File: src/rtl/motor_update_sched.sv
// motor_update_sched: frame scheduler that clamps four motor speeds and writes them to the pwm instances one at a time
module motor_update_sched #(
    parameter logic [15:0] SPEED_MIN  = 16'd1000,
    parameter logic [15:0] SPEED_MAX  = 16'd60000,
    parameter logic [15:0] IDLE_SPEED = 16'd0,
    parameter logic [31:0] TIMEOUT    = 32'd2_000_000,
    parameter logic [15:0] BUSY_MAX   = 16'd1023
) (
    input  logic        clk,
    input  logic        rst,
    input  logic        cmd_valid,
    output logic        cmd_ready,
    input  logic [63:0] cmd_speed,
    input  logic        arm_req,
    input  logic        disarm_req,
    input  logic [3:0]  busy,
    output logic [15:0] speed_out,
    output logic [3:0]  speed_oe,
    output logic        frame_done,
    output logic        armed,
    output logic        failsafe,
    output logic [3:0]  skip_err
);
    localparam logic [1:0] S_IDLE  = 2'd0;
    localparam logic [1:0] S_ISSUE = 2'd1;
    localparam logic [1:0] S_DONE  = 2'd2;

    logic [1:0]       state_q, state_d;
    logic [1:0]       idx_q, idx_d;
    logic [3:0][15:0] spd_q, spd_d;
    logic [15:0]      wait_q, wait_d;
    logic [31:0]      timer_q, timer_d;
    logic             armed_q, armed_d;
    logic             failsafe_q, failsafe_d;
    logic [3:0]       skip_q, skip_d;
    logic             stop_pend_q, stop_pend_d;
    logic             rdy_q, rdy_d;
    logic [15:0]      speed_out_q, speed_out_d;
    logic [3:0]       speed_oe_q, speed_oe_d;
    logic             frame_done_q, frame_done_d;
    logic             timeout;
    logic             accept;
    logic             skip_now;

    // Disarmed frames still run, but every motor gets the idle speed.
    function automatic logic [15:0] eff_speed(input logic [15:0] c, input logic arm);
        return !arm ? IDLE_SPEED : (c < SPEED_MIN) ? SPEED_MIN : (c > SPEED_MAX) ? SPEED_MAX : c;
    endfunction

    // The timeout cycle blocks acceptance so a late frame cannot race the failsafe.
    assign timeout    = armed_q && (timer_q == TIMEOUT - 32'd1);
    assign cmd_ready  = rdy_q && !timeout;
    assign accept     = cmd_valid && cmd_ready;
    assign skip_now   = busy[idx_q] && (wait_q == BUSY_MAX - 16'd1);
    assign speed_out  = speed_out_q;
    assign speed_oe   = speed_oe_q;
    assign frame_done = frame_done_q;
    assign armed      = armed_q;
    assign failsafe   = failsafe_q;
    assign skip_err   = skip_q;

    // Frame sequencing followed by arming/failsafe overrides, disarm having the last word.
    always_comb begin
        state_d      = state_q;
        idx_d        = idx_q;
        spd_d        = spd_q;
        wait_d       = wait_q;
        stop_pend_d  = stop_pend_q;
        skip_d       = skip_q;
        speed_out_d  = speed_out_q;
        speed_oe_d   = 4'b0000;
        frame_done_d = 1'b0;
        armed_d      = armed_q;
        failsafe_d   = failsafe_q;
        timer_d      = (!armed_q || accept) ? 32'd0 : timer_q + 32'd1;
        if (state_q == S_IDLE) begin
            if (stop_pend_q) begin
                spd_d       = {4{IDLE_SPEED}};
                stop_pend_d = 1'b0;
                idx_d       = 2'd0;
                state_d     = S_ISSUE;
            end else if (accept) begin
                for (int i = 0; i < 4; i++) spd_d[i] = eff_speed(cmd_speed[16*i +: 16], armed_q);
                idx_d   = 2'd0;
                state_d = S_ISSUE;
            end
        end else if (state_q == S_ISSUE) begin
            if (!busy[idx_q]) begin
                speed_out_d = spd_q[idx_q];
                speed_oe_d  = 4'b0001 << idx_q;
                wait_d      = 16'd0;
            end else if (skip_now) begin
                skip_d[idx_q] = 1'b1;
                wait_d        = 16'd0;
            end else begin
                wait_d = wait_q + 16'd1;
            end
            if (!busy[idx_q] || skip_now) begin
                idx_d   = idx_q + 2'd1;
                state_d = (idx_q == 2'd3) ? S_DONE : S_ISSUE;
            end
        end else begin
            frame_done_d = 1'b1;
            state_d      = S_IDLE;
        end
        if (timeout) begin
            failsafe_d  = 1'b1;
            armed_d     = 1'b0;
            stop_pend_d = 1'b1;
            timer_d     = 32'd0;
        end
        if (arm_req && !disarm_req) begin
            armed_d    = 1'b1;
            failsafe_d = 1'b0;
            skip_d     = 4'b0000;
            timer_d    = 32'd0;
        end
        if (disarm_req) begin
            armed_d     = 1'b0;
            stop_pend_d = 1'b1;
            timer_d     = 32'd0;
        end
    end

    // Ready is registered and only rises after a full idle cycle with no stop pending.
    always_comb begin
        rdy_d = (state_q == S_IDLE) && (state_d == S_IDLE) && !stop_pend_d;
    end

    // State registers; reset aborts any frame and queues a stop frame.
    always_ff @(posedge clk) begin
        if (rst) begin
            state_q      <= S_IDLE;
            idx_q        <= 2'd0;
            spd_q        <= '0;
            wait_q       <= 16'd0;
            timer_q      <= 32'd0;
            armed_q      <= 1'b0;
            failsafe_q   <= 1'b0;
            skip_q       <= 4'b0000;
            stop_pend_q  <= 1'b1;
            rdy_q        <= 1'b0;
            speed_out_q  <= 16'd0;
            speed_oe_q   <= 4'b0000;
            frame_done_q <= 1'b0;
        end else begin
            state_q      <= state_d;
            idx_q        <= idx_d;
            spd_q        <= spd_d;
            wait_q       <= wait_d;
            timer_q      <= timer_d;
            armed_q      <= armed_d;
            failsafe_q   <= failsafe_d;
            skip_q       <= skip_d;
            stop_pend_q  <= stop_pend_d;
            rdy_q        <= rdy_d;
            speed_out_q  <= speed_out_d;
            speed_oe_q   <= speed_oe_d;
            frame_done_q <= frame_done_d;
        end
    end
endmodule

File: config.mk
export PLATFORM = sky130hd
export DESIGN_NAME = motor_update_sched
export DESIGN_NICKNAME = d
export VERILOG_FILES = /design/src/rtl/motor_update_sched.sv
export SDC_FILE = /design/constraint.sdc
export NUM_CORES = 1
export LEC_CHECK = 0
export ABC_CLOCK_PERIOD_IN_PS = 2280
export BUFFER_PORTS_ARGS = -buffer_cell sky130_fd_sc_hd__buf_2
export CAP_MARGIN = 20
export CORE_MARGIN = 3
export CORE_UTILIZATION = 55
export DETAILED_ROUTE_END_ITERATION = 6
export GPL_TIMING_DRIVEN = 0
export PLACE_DENSITY_LB_ADDON = 0.25
export SETUP_SLACK_MARGIN = 0.15
export SYNTH_ARGS = -nofsm -noshare
export SYNTH_HDL_FRONTEND = slang
export SYNTH_SLANG_ARGS = --single-unit
File: constraint.sdc
create_clock -name clk -period 2.28 [get_ports clk]
set_input_delay 0.456 -clock clk [delete_from_list [all_inputs] [get_ports clk]]
set_output_delay 0.456 -clock clk [all_outputs]
set_load 0.01 [all_outputs]
==> results.tsv <==
metric	value	unit
Syn-to-layout area delta	21.15	%
Final min period	2.148	ns
share of cells above drive strength 1	0.2310	
register area share after synthesis	0.4285	
Max Cap Viol	0	
Distinct cells, synth	54	
hold path startpoint	disarm_req	
GRT overflow	0	
total nets after synthesis	828	
unrepaired setup endpoints after global routing	yes	
Chip Height	117.0	µm
total vias in the final route	6070	
total negative slack	0	ns
Synth Register Bits	145	
element type at the critical path end	primary output	
register area	2922	µm²
largest net degree at the start of global routing	17	
most common cell after layout, fill and taps aside	dfxtp_1	
post-synthesis cell count	748	
vias per cell	5.916	
largest cells by area after synthesis	dfxtp_1 (43%), nand2_1 (6.6%), mux2i_1 (6.5%)	
Min-Delay Path Depth	2	
worst hold path class	in -> reg	
FP Rows	39	
max-slew violations	0	
TritonCTS clock tree	yes	
Leakage	3.191	nW
Slew @ Worst Pin	0.6924	ns
Worst R2R End	wait_q[9]	
Synth async-reset ratio	0	
vias in the first global route	6043	
Final #Nets	955	
Synth Flop Type	dfxtp_1	
upper clock frequency limit	465.5	MHz
Initial Util	0.5784	
RR Startpoint	wait_q[0]	
die area	13680	µm²
Max FO, Critical Path	5	
reg2reg setup slack	0.17	ns
dominant cell type by area after synthesis	dfxtp_1	
P per Cell Area	659.7	nW/µm²
Synth top area share	0.4285	
CTS Buf Count	17	
CTS clk-pin slew, worst paths	0.06	ns
PortBufs	100	
post-DP HPWL	13.70	mm
I/O Pins	101	
mean cell area of the mapped netlist	9.056	µm²
critical path arrival	1.69	ns
DRC	0	
Worst Path Required	1.82	ns
worst-case clock buffer depth	2	
Final Skew	0.008016	ns
Syn. warnings	0	
first-pass GRT wire length	29.41	mm
DR pass1 iterations	5	
worst skew pair latency	0.42	ns
clock root buffer	clkbuf_16	
Crit Path Category	reg -> out	
# fillers	903	
Die W	117.0	µm
outcome	complete, no violations	
maximum VDD drop	0.0005441	V
Clock H-tree levels	4	
post-synthesis instance area	6774	µm²
starting DRC count in detailed routing	440	
n_diodes	0	
crit path launch type	register	
GP Congestion	0.9424	
Max transition margin	0.5384	
Multi-input gate area	3772	µm²
Core ar.	11710	µm²
gr usage total	0.2761	
initial antenna violation count	0	
clock sinks	145	
Hold Crit Endpoint	armed	
worst r2r path cells	8	
final setup vio count	0	
post-route ant nets	0	
Fin. Hold Viols	0	
Post-Route WL	18.23	mm
Final Cycle Share	0.9422	
drt wl/cell	17.77	µm
most frequent cells in the layout	dfxtp_1 (134), nand2_1 (118), buf_2 (109), nor2_1 (72), mux2i_1 (44)	
number of enable flip-flop cells after synthesis	0	
WHS	0.2371	ns
==> kinds of logic after synthesis <==
| family | count (synthesis) | share of synthesized area |
|---|---|---|
| simple gates | 348 | 0.2536 |
| flops | 145 | 0.4285 |
| compound gates | 92 | 0.09457 |
| mux | 61 | 0.1215 |
| buf+inv | 52 | 0.03324 |
| xor+xnor | 43 | 0.05560 |
| fa+ha+maj | 7 | 0.01293 |
==> synth_stat cells, types with 5 or more instances <==
cell / instances
xnor2_1: 11
clkbuf_1: 26
nand3_1: 44
ha_1: 7
a21oi_1: 29
xor2_1: 32
buf_2: 15
nor4_1: 16
nor2_1: 74
and4_1: 7
o21ai_0: 7
nand2b_1: 7
or3_1: 5
o211ai_1: 15
a22o_1: 13
dfxtp_1: 145
o2bb2ai_1: 6
nand2_1: 119
nand4_1: 17
and3_1: 18
mux2i_1: 44
mux4_2: 17
and2_1: 9
inv_1: 6
==> metal layers <==
metal	vias up	global-route usage	share of wire
met2	237	0.4850	0.50
met1	2872	0.3222	0.40
li1	2917	-	-
met3	44	0.05964	0.061
met4	0	0.1254	0.035
met5	-	0	0
==> cell type report <==
class                           instances  share of cell area
Buffer                                 45             0.02836
Clock buffer                           26             0.05961
Clock inverter                          1           0.0006098
Inverter                                7            0.003507
Multi-Input combinational cell        551              0.4597
Sequential cell                       145              0.3560
Tap cell                              143             0.02180
Timing Repair Buffer                  108             0.07044
==> repair_timing <==
action,in CTS,in global routing
gates resized for setup,32,26
setup buffers,4,3
pin swaps,7,6
setup endpoints to repair,125,78
gates cloned,0,1
hold buffers,0,0
==> critical path: stages, from the launching register on <==
cell and delay, ns:
dfxtp_2 0.34, ha_2 0.19, and3_4 0.23, nand3_4 0.10, nor3_4 0.21, nor2b_1 0.06, buf_2 0.14
==> worst max path at each step <==
stage / from / endpoint / slack (ns) / depth (start not counted)
2_1_floorplan: wait_q[0] / wait_q[7] / 0.18 / 8
3_5_place_dp: timer_q[0] / state_q[0] / -0.18 / 8
4_1_cts: timer_q[7] / cmd_ready / 0.1 / 6
6_report: timer_q[0] / cmd_ready / 0.13 / 6
5_1_grt: timer_q[30] / cmd_ready / 0.06 / 6
3_3_place_gp: timer_q[0] / state_q[0] / -0.13 / 8
==> report_power, final <==
part | internal, mW | leakage, nW | switching [mW] | total (mW)
Clock | 1.44 | 0.242 | 0.945 | 2.39
Sequential | 2.55 | 1.17 | 0.0170 | 2.57
Combinational | 0.187 | 1.77 | 0.273 | 0.459
Total | 4.18 | 3.19 | 1.23 | 5.41
==> flip-flops by register name, summed over array words and instances (netlist names) <==
name / count
wait_q: 16
frame_done: 1
armed: 1
speed_oe: 4
skip_err: 4
idx_q: 2
speed_out: 16
rdy_q: 1
stop_pend_q: 1
spd_q: 64
state_q: 2
failsafe: 1
timer_q: 32
==> through the flow <==
step,power [mW],setup WS (ns),area (µm²),std cells,utilization
floorplan,2.870,0.1789,6774,748,-
global placement,3.034,-0.1316,7453,991,0.6364
detailed placement,3.046,-0.1845,7453,991,0.6364
CTS,5.408,0.09999,8088,1022,0.6906
global route,5.605,0.05679,8207,1026,0.7007
finish,5.414,0.1317,8207,1026,0.7007
No activity file was read; power rests on OpenSTA's default activity.
